### src/rtl/iob2axi_dma.sv
// iob2axi_dma: moves a programmed word count between a native port and AXI4 in 4 KB-safe INCR bursts.
module iob2axi_dma #(
  parameter int ADDR_W      = 32,
  parameter int DATA_W      = 32,
  parameter int AXI_LEN_W   = 8,
  parameter int FIFO_ADDR_W = 4,
  parameter int LEN_W       = 16
) (
  input  logic                clk,
  input  logic                rst,
  input  logic                run,
  input  logic                direction,
  input  logic [ADDR_W-1:0]   addr,
  input  logic [LEN_W-1:0]    length,
  output logic                ready,
  output logic                error,
  output logic [LEN_W-1:0]    remaining,
  input  logic                s_valid,
  input  logic [DATA_W-1:0]   s_wdata,
  input  logic [DATA_W/8-1:0] s_wstrb,
  output logic [DATA_W-1:0]   s_rdata,
  output logic                s_ready,
  output logic [ADDR_W-1:0]   m_axi_awaddr,
  output logic [7:0]          m_axi_awlen,
  output logic [2:0]          m_axi_awsize,
  output logic [1:0]          m_axi_awburst,
  output logic                m_axi_awvalid,
  input  logic                m_axi_awready,
  output logic [DATA_W-1:0]   m_axi_wdata,
  output logic [DATA_W/8-1:0] m_axi_wstrb,
  output logic                m_axi_wlast,
  output logic                m_axi_wvalid,
  input  logic                m_axi_wready,
  input  logic [1:0]          m_axi_bresp,
  input  logic                m_axi_bvalid,
  output logic                m_axi_bready,
  output logic [ADDR_W-1:0]   m_axi_araddr,
  output logic [7:0]          m_axi_arlen,
  output logic [2:0]          m_axi_arsize,
  output logic [1:0]          m_axi_arburst,
  output logic                m_axi_arvalid,
  input  logic                m_axi_arready,
  input  logic [DATA_W-1:0]   m_axi_rdata,
  input  logic [1:0]          m_axi_rresp,
  input  logic                m_axi_rlast,
  input  logic                m_axi_rvalid,
  output logic                m_axi_rready
);
  localparam int SZ = $clog2(DATA_W/8);
  localparam int MX = (LEN_W > AXI_LEN_W) ? LEN_W : AXI_LEN_W;
  localparam int MY = (FIFO_ADDR_W > 13) ? FIFO_ADDR_W : 13;
  localparam int BW = ((MX > MY) ? MX : MY) + 1;
  localparam logic [BW-1:0] LIM_AXI = BW'(2**AXI_LEN_W);
  localparam logic [BW-1:0] LIM_FIFO = BW'(2**FIFO_ADDR_W);
  localparam logic [FIFO_ADDR_W:0] DEPTH = {1'b1, {FIFO_ADDR_W{1'b0}}};
  typedef enum logic [2:0] {IDLE, WAIT, ADDR, DATA, RESP} state_t;
  state_t state, nxt;
  logic dir_q;
  logic [ADDR_W-1:0] addr_cur;
  logic [7:0] len_q, cnt;
  logic [FIFO_ADDR_W:0] in_wp, in_rp, out_wp, out_rp, in_lvl, out_free;
  logic [DATA_W-1:0] in_mem [2**FIFO_ADDR_W];
  logic [DATA_W-1:0] out_mem [2**FIFO_ADDR_W];
  logic [BW-1:0] bnd, m1, m2, blen;
  logic push, pop, start, a_hs, w_hs, r_hs, b_hs, fits, done;
  assign in_lvl = in_wp - in_rp;
  assign out_free = DEPTH - (out_wp - out_rp);
  assign push = s_valid & |s_wstrb & ~in_lvl[FIFO_ADDR_W];
  assign pop = s_valid & ~|s_wstrb & (out_wp != out_rp);
  assign s_ready = push | pop;
  assign s_rdata = out_mem[out_rp[FIFO_ADDR_W-1:0]];
  // burst length: the tightest of words left, AXI limit, FIFO depth and distance to the 4 KB page end
  assign bnd = BW'((13'h1000 - {1'b0, addr_cur[11:0]}) >> SZ);
  assign m1 = (BW'(remaining) < LIM_AXI) ? BW'(remaining) : LIM_AXI;
  assign m2 = (m1 < LIM_FIFO) ? m1 : LIM_FIFO;
  assign blen = (m2 < bnd) ? m2 : bnd;
  assign start = run & (state == IDLE);
  assign a_hs = (m_axi_awvalid & m_axi_awready) | (m_axi_arvalid & m_axi_arready);
  assign w_hs = m_axi_wvalid & m_axi_wready;
  assign r_hs = m_axi_rvalid & m_axi_rready;
  assign b_hs = m_axi_bvalid & m_axi_bready;
  assign fits = dir_q ? (BW'(in_lvl) >= blen) : (BW'(out_free) >= blen);
  assign done = remaining == '0;
  assign ready = state == IDLE;
  assign m_axi_awaddr = addr_cur;
  assign m_axi_awlen = len_q;
  assign m_axi_awsize = 3'(SZ);
  assign m_axi_awburst = 2'b01;
  assign m_axi_awvalid = (state == ADDR) & dir_q;
  assign m_axi_wdata = in_mem[in_rp[FIFO_ADDR_W-1:0]];
  assign m_axi_wstrb = '1;
  assign m_axi_wlast = cnt == len_q;
  assign m_axi_wvalid = (state == DATA) & dir_q;
  assign m_axi_bready = (state == RESP) & dir_q;
  assign m_axi_araddr = addr_cur;
  assign m_axi_arlen = len_q;
  assign m_axi_arsize = 3'(SZ);
  assign m_axi_arburst = 2'b01;
  assign m_axi_arvalid = (state == ADDR) & ~dir_q;
  assign m_axi_rready = (state == DATA) & ~dir_q;
  always_comb begin
    nxt = state;
    case (state)
      IDLE: nxt = (run && length != '0) ? WAIT : IDLE;
      WAIT: nxt = fits ? ADDR : WAIT;
      ADDR: nxt = a_hs ? DATA : ADDR;
      DATA: if (dir_q ? (w_hs & m_axi_wlast) : (r_hs & m_axi_rlast)) nxt = dir_q ? RESP : (done ? IDLE : WAIT);
      RESP: nxt = b_hs ? (done ? IDLE : WAIT) : RESP;
      default: nxt = IDLE;
    endcase
  end
  always_ff @(posedge clk or posedge rst)
    if (rst) state <= IDLE;
    else state <= nxt;
  always_ff @(posedge clk or posedge rst) begin
    if (rst) begin
      dir_q <= 1'b0;
      addr_cur <= '0;
      remaining <= '0;
      error <= 1'b0;
      len_q <= '0;
      cnt <= '0;
      in_wp <= '0;
      in_rp <= '0;
      out_wp <= '0;
      out_rp <= '0;
    end else begin
      if (push) in_wp <= in_wp + 1'b1;
      if (w_hs) in_rp <= in_rp + 1'b1;
      if (r_hs) out_wp <= out_wp + 1'b1;
      if (pop) out_rp <= out_rp + 1'b1;
      if (start) begin
        dir_q <= direction;
        addr_cur <= addr;
        remaining <= length;
      end
      if (state == WAIT && fits) len_q <= 8'(blen - 1'b1);
      if (a_hs) begin
        remaining <= remaining - LEN_W'(blen);
        addr_cur <= addr_cur + (ADDR_W'(blen) << SZ);
      end
      cnt <= a_hs ? '0 : (w_hs ? cnt + 1'b1 : cnt);
      error <= ~start & (error | (b_hs & |m_axi_bresp) | (r_hs & |m_axi_rresp));
    end
  end
  always_ff @(posedge clk) begin
    if (push) in_mem[in_wp[FIFO_ADDR_W-1:0]] <= s_wdata;
    if (r_hs) out_mem[out_wp[FIFO_ADDR_W-1:0]] <= m_axi_rdata;
  end
endmodule

### config.mk
export PLATFORM = sky130hd
export DESIGN_NAME = iob2axi_dma
export DESIGN_NICKNAME = d
export VERILOG_FILES = /design/src/rtl/iob2axi_dma.sv
export SDC_FILE = /design/constraint.sdc
export NUM_CORES = 1
export LEC_CHECK = 0
export ABC_AREA = 1
export ABC_CLOCK_PERIOD_IN_PS = 4400
export CORE_MARGIN = 3
export CORE_UTILIZATION = 35
export CTS_BUF_LIST = sky130_fd_sc_hd__clkbuf_4
export CTS_CLUSTER_SIZE = 30
export DETAILED_ROUTE_END_ITERATION = 7
export SETUP_SLACK_MARGIN = 0.1
export SLEW_MARGIN = 20
export SYNTH_ARGS = -nofsm -noshare
export SYNTH_HDL_FRONTEND = slang
export SYNTH_SLANG_ARGS = --single-unit
### constraint.sdc
create_clock -name clk -period 4.4 [get_ports clk]
set_input_delay 0.88 -clock clk [delete_from_list [all_inputs] [get_ports clk]]
set_output_delay 0.88 -clock clk [all_outputs]
set_load 0.03 [all_outputs]
==> impl_results.md <==
* CTS tree: done
* Critical Path RT at 5460 ps
* Critical path endpoint category: register
* Post-synth top area share at 0.6550
* Post-synth EDFFs at 1024
* Placed cell areas at 0.05313 sq mm
* Area contributors post-synth: edfxtp_1 65%, o21ai_0 6.1%, nor2_1 5.0%, dfrtp_1 4.7%, nand2_1 3.0%
* Failing checks: negative setup slack
* Nets at 4734
* Worst-path fanout max at 5
* Leakage at 20.97 nW
* Wire per inst at 21.81 microns
* Hold-fix buffer count after cts at 0
* Design area at 0.05928 sq mm
* Critical path class: register to register
* Syn_area_per_cell at 12.12 sq um
* Die H at 372.2 microns
* Initial antenna violation count at 14
* Total GRT Usage at 0.2005
* Clk_lat worst skew at 1290 ps
* Remaining DRCs at 0
* Critical Path Max Stage Delay at 430 ps
* Via density at 5.293
* Largest net degree at the start of global routing at 85
* Vias in the first global route at 33205
* Distinct cells, synth at 54
* DR iter-0 viols at 2853
* CP Launch Type: register
* Tightest Pin Transition at 1144 ps
* GP Congestion at 0.8595
* Met2 usage at 0.3151
* FILL cells at 11995
* Core footprint at 0.1323 sq mm
* First-pass GRT wire length at 208600 microns
* HP Class: primary input to asynchronous set/reset pin
* Clock buffer depth at 4
* Critical Path AT at 5970 ps
* Synth Register Bits at 1113
* Wirelength, routed at 141700 microns
* Critical Path Slowest Stage Cell: dfrtp_2
* Final setup fails at 27
* Fmax at 203.4 MHz
* CTS clk-pin slew, worst paths at 70 ps
* Clock period minus worst slack at 4915 ps
* Post-synth top cells: 1024 x edfxtp_1, 628 x nor2_1, 576 x o21ai_0
* CTS Buf Count at 312
* Relative slew margins at 0.2362
* Final setup margin at -515.4 ps
* Port bufs at 299
* Layout cell share with drive strength beyond 1 at 0.2249
* PwrDens at 732.6 mW/mm^2
* Max_cap viols at 0
* Post-synthesis sequential area ratio at 0.7024
* Die area at 0.1386 sq mm
* Final Max Slew Viols at 0
* Fin crit share at 1.117
* GRT busiest layer: met2
* Post-synth top flop: edfxtp_1
* Worst VDD drop at 0.0005889 V
* Worst slack at placement at -403.7 ps
* Final core occ at 0.4481
* Cell taking the most area after synthesis: edfxtp_1
* Worst path most repeated cell: nand2_1
* Initial core utilization at 0.3549
* Most common cell in the synthesized netlist: edfxtp_1
* Gate count of the mapped netlist at 3874
* Final Hold Viols at 0
* Final hold slack at 241.1 ps
* FP Rows at 133
* IO Count at 314
* Async SR Flop Fraction at 0.07996
* Setup Skew at 78.68 ps
* RSZ-0062 raised after global routing: true
* CTS sink count at 1113
* Die W at 372.2 microns
* Root Driver: clkbuf_4
* Grt ovf at 0
* H-tree Lvls at 5
* DR vias at 34381
* Post-DP HPWL at 76410 microns
* DRT antenna net count at 0
* Syn Std Cell Area at 0.04695 sq mm
* Grt met3 use at 0.05378
* GRT met1 Usage at 0.2664
* Ys Warns at 0
* Status: finished with violations
* Area delta synth->final at 26.26%
* Drt pass-1 iters at 5
[worst max-delay path, delay by kind of cell, from the launching register on]
family                   cells  cell delay (ps)
flip-flops                   1              430
AO/OA/AOI/OAI                7             1120
AND/OR/NAND/NOR             23             2140
buffers and inverters        5              310
adder cells (fa/ha/maj)      3              610
XOR/XNOR                     1              150
[metal layers]
layer,vias up,part of all wire
met5,-,0.00049
met1,16976,0.42
met3,260,0.086
met4,8,0.026
li1,15711,-
met2,1426,0.47
[through the flow]
stage,setup TNS [ps],total power [W],instances
global placement,-1076,0.03149,5867
detailed placement,-1879,0.03158,5867
global route,-11800,0.04607,6490
CTS,-1138,0.04282,6454
finish,-2464,0.04343,6495
floorplan,-396.3,0.02379,3901
[kinds of logic after synthesis]
| family | count (synthesis) | synth area share |
|---|---|---|
| AOI/OAI and AO/OA | 1006 | 0.1256 |
| adders and majority gates | 75 | 0.02063 |
| and+or+nand+nor | 1227 | 0.1067 |
| other | 2 | 0.0001600 |
| buffers and inverters | 415 | 0.03779 |
| xor gates and xnor gates | 36 | 0.006716 |
| DFF | 1113 | 0.7024 |
[flip-flops by register name (all words and copies together) (netlist names), 8 cells and up]
name          count
in_mem          512
cnt               8
remaining        16
m_axi_araddr     32
out_mem         512
m_axi_arlen       8
[report_power, final]
group / switching [W] / total, W / internal [W]
Clock: 0.00417 / 0.00896 / 0.00479
Sequential: 0.000647 / 0.0131 / 0.0124
Combinational: 0.0131 / 0.0214 / 0.00826
[cell usage in the layout, fill, tap and decap left out, drive strengths merged, types with 8 or more instances in the layout]
master | Yosys | routed
clkbuf | 206 | 451
clkdlybuf4s15 | 0 | 11
diode | 0 | 18
dlygate4sd2 | 0 | 8
clkdlybuf4s50 | 0 | 233
nor2 | 635 | 635
nand3 | 158 | 160
o21ai | 594 | 594
a22oi | 47 | 47
ha | 71 | 71
edfxtp | 1024 | 1024
nor3 | 19 | 19
o22ai | 153 | 153
bufbuf | 0 | 8
a21oi | 65 | 65
conb | 2 | 29
o211ai | 23 | 23
xor2 | 24 | 24
nand2 | 381 | 381
nor4 | 10 | 10
dfrtp | 89 | 89
o221ai | 107 | 107
xnor2 | 12 | 12
buf | 63 | 312
inv | 143 | 145
clkinv | 3 | 61
or2 | 8 | 8
nand4 | 13 | 13
[what timing repair did]
| item | CTS | global route |
|---|---|---|
| gates resized for setup | 263 | 155 |
| buffers inserted | 58 | 23 |
| pin swaps | 61 | 69 |
| setup endpoints to repair | 106 | 78 |
| gates cloned | 21 | 1 |
[cell type report]
| type | instances | area [sq um] | share of cell area |
|---|---|---|---|
| clock inverter | 62 | 326.6 | 0.005509 |
| timing repair buffer | 577 | 6172 | 0.1041 |
| sequential | 1113 | 33000 | 0.5566 |
| clock buffer | 446 | 3348 | 0.05648 |
| tap | 1755 | 2196 | 0.03704 |
| multi-input combinational | 2375 | 13550 | 0.2285 |
| antenna | 18 | 45.04 | 0.0007599 |
| timing repair inverter | 3 | 26.28 | 0.0004433 |
| inverter | 146 | 619.3 | 0.01045 |
[path summary, 6_finish.rpt]
kind | slack [ps] | start | end | cells past startpoint
max in group asynchronous | 3340 | rst | m_axi_araddr[13] | 3
min in group clk | 280 | direction | dir_q | 3
setup / recovery | -520 | m_axi_araddr[2] | remaining[12] | 39
hold reg to reg | 490 | in_rp[4] | in_rp[4] | 1
setup reg to reg | -520 | m_axi_araddr[2] | remaining[12] | 39
hold / removal | 240 | rst | error | 2
Power figures use the tool's default switching activity.
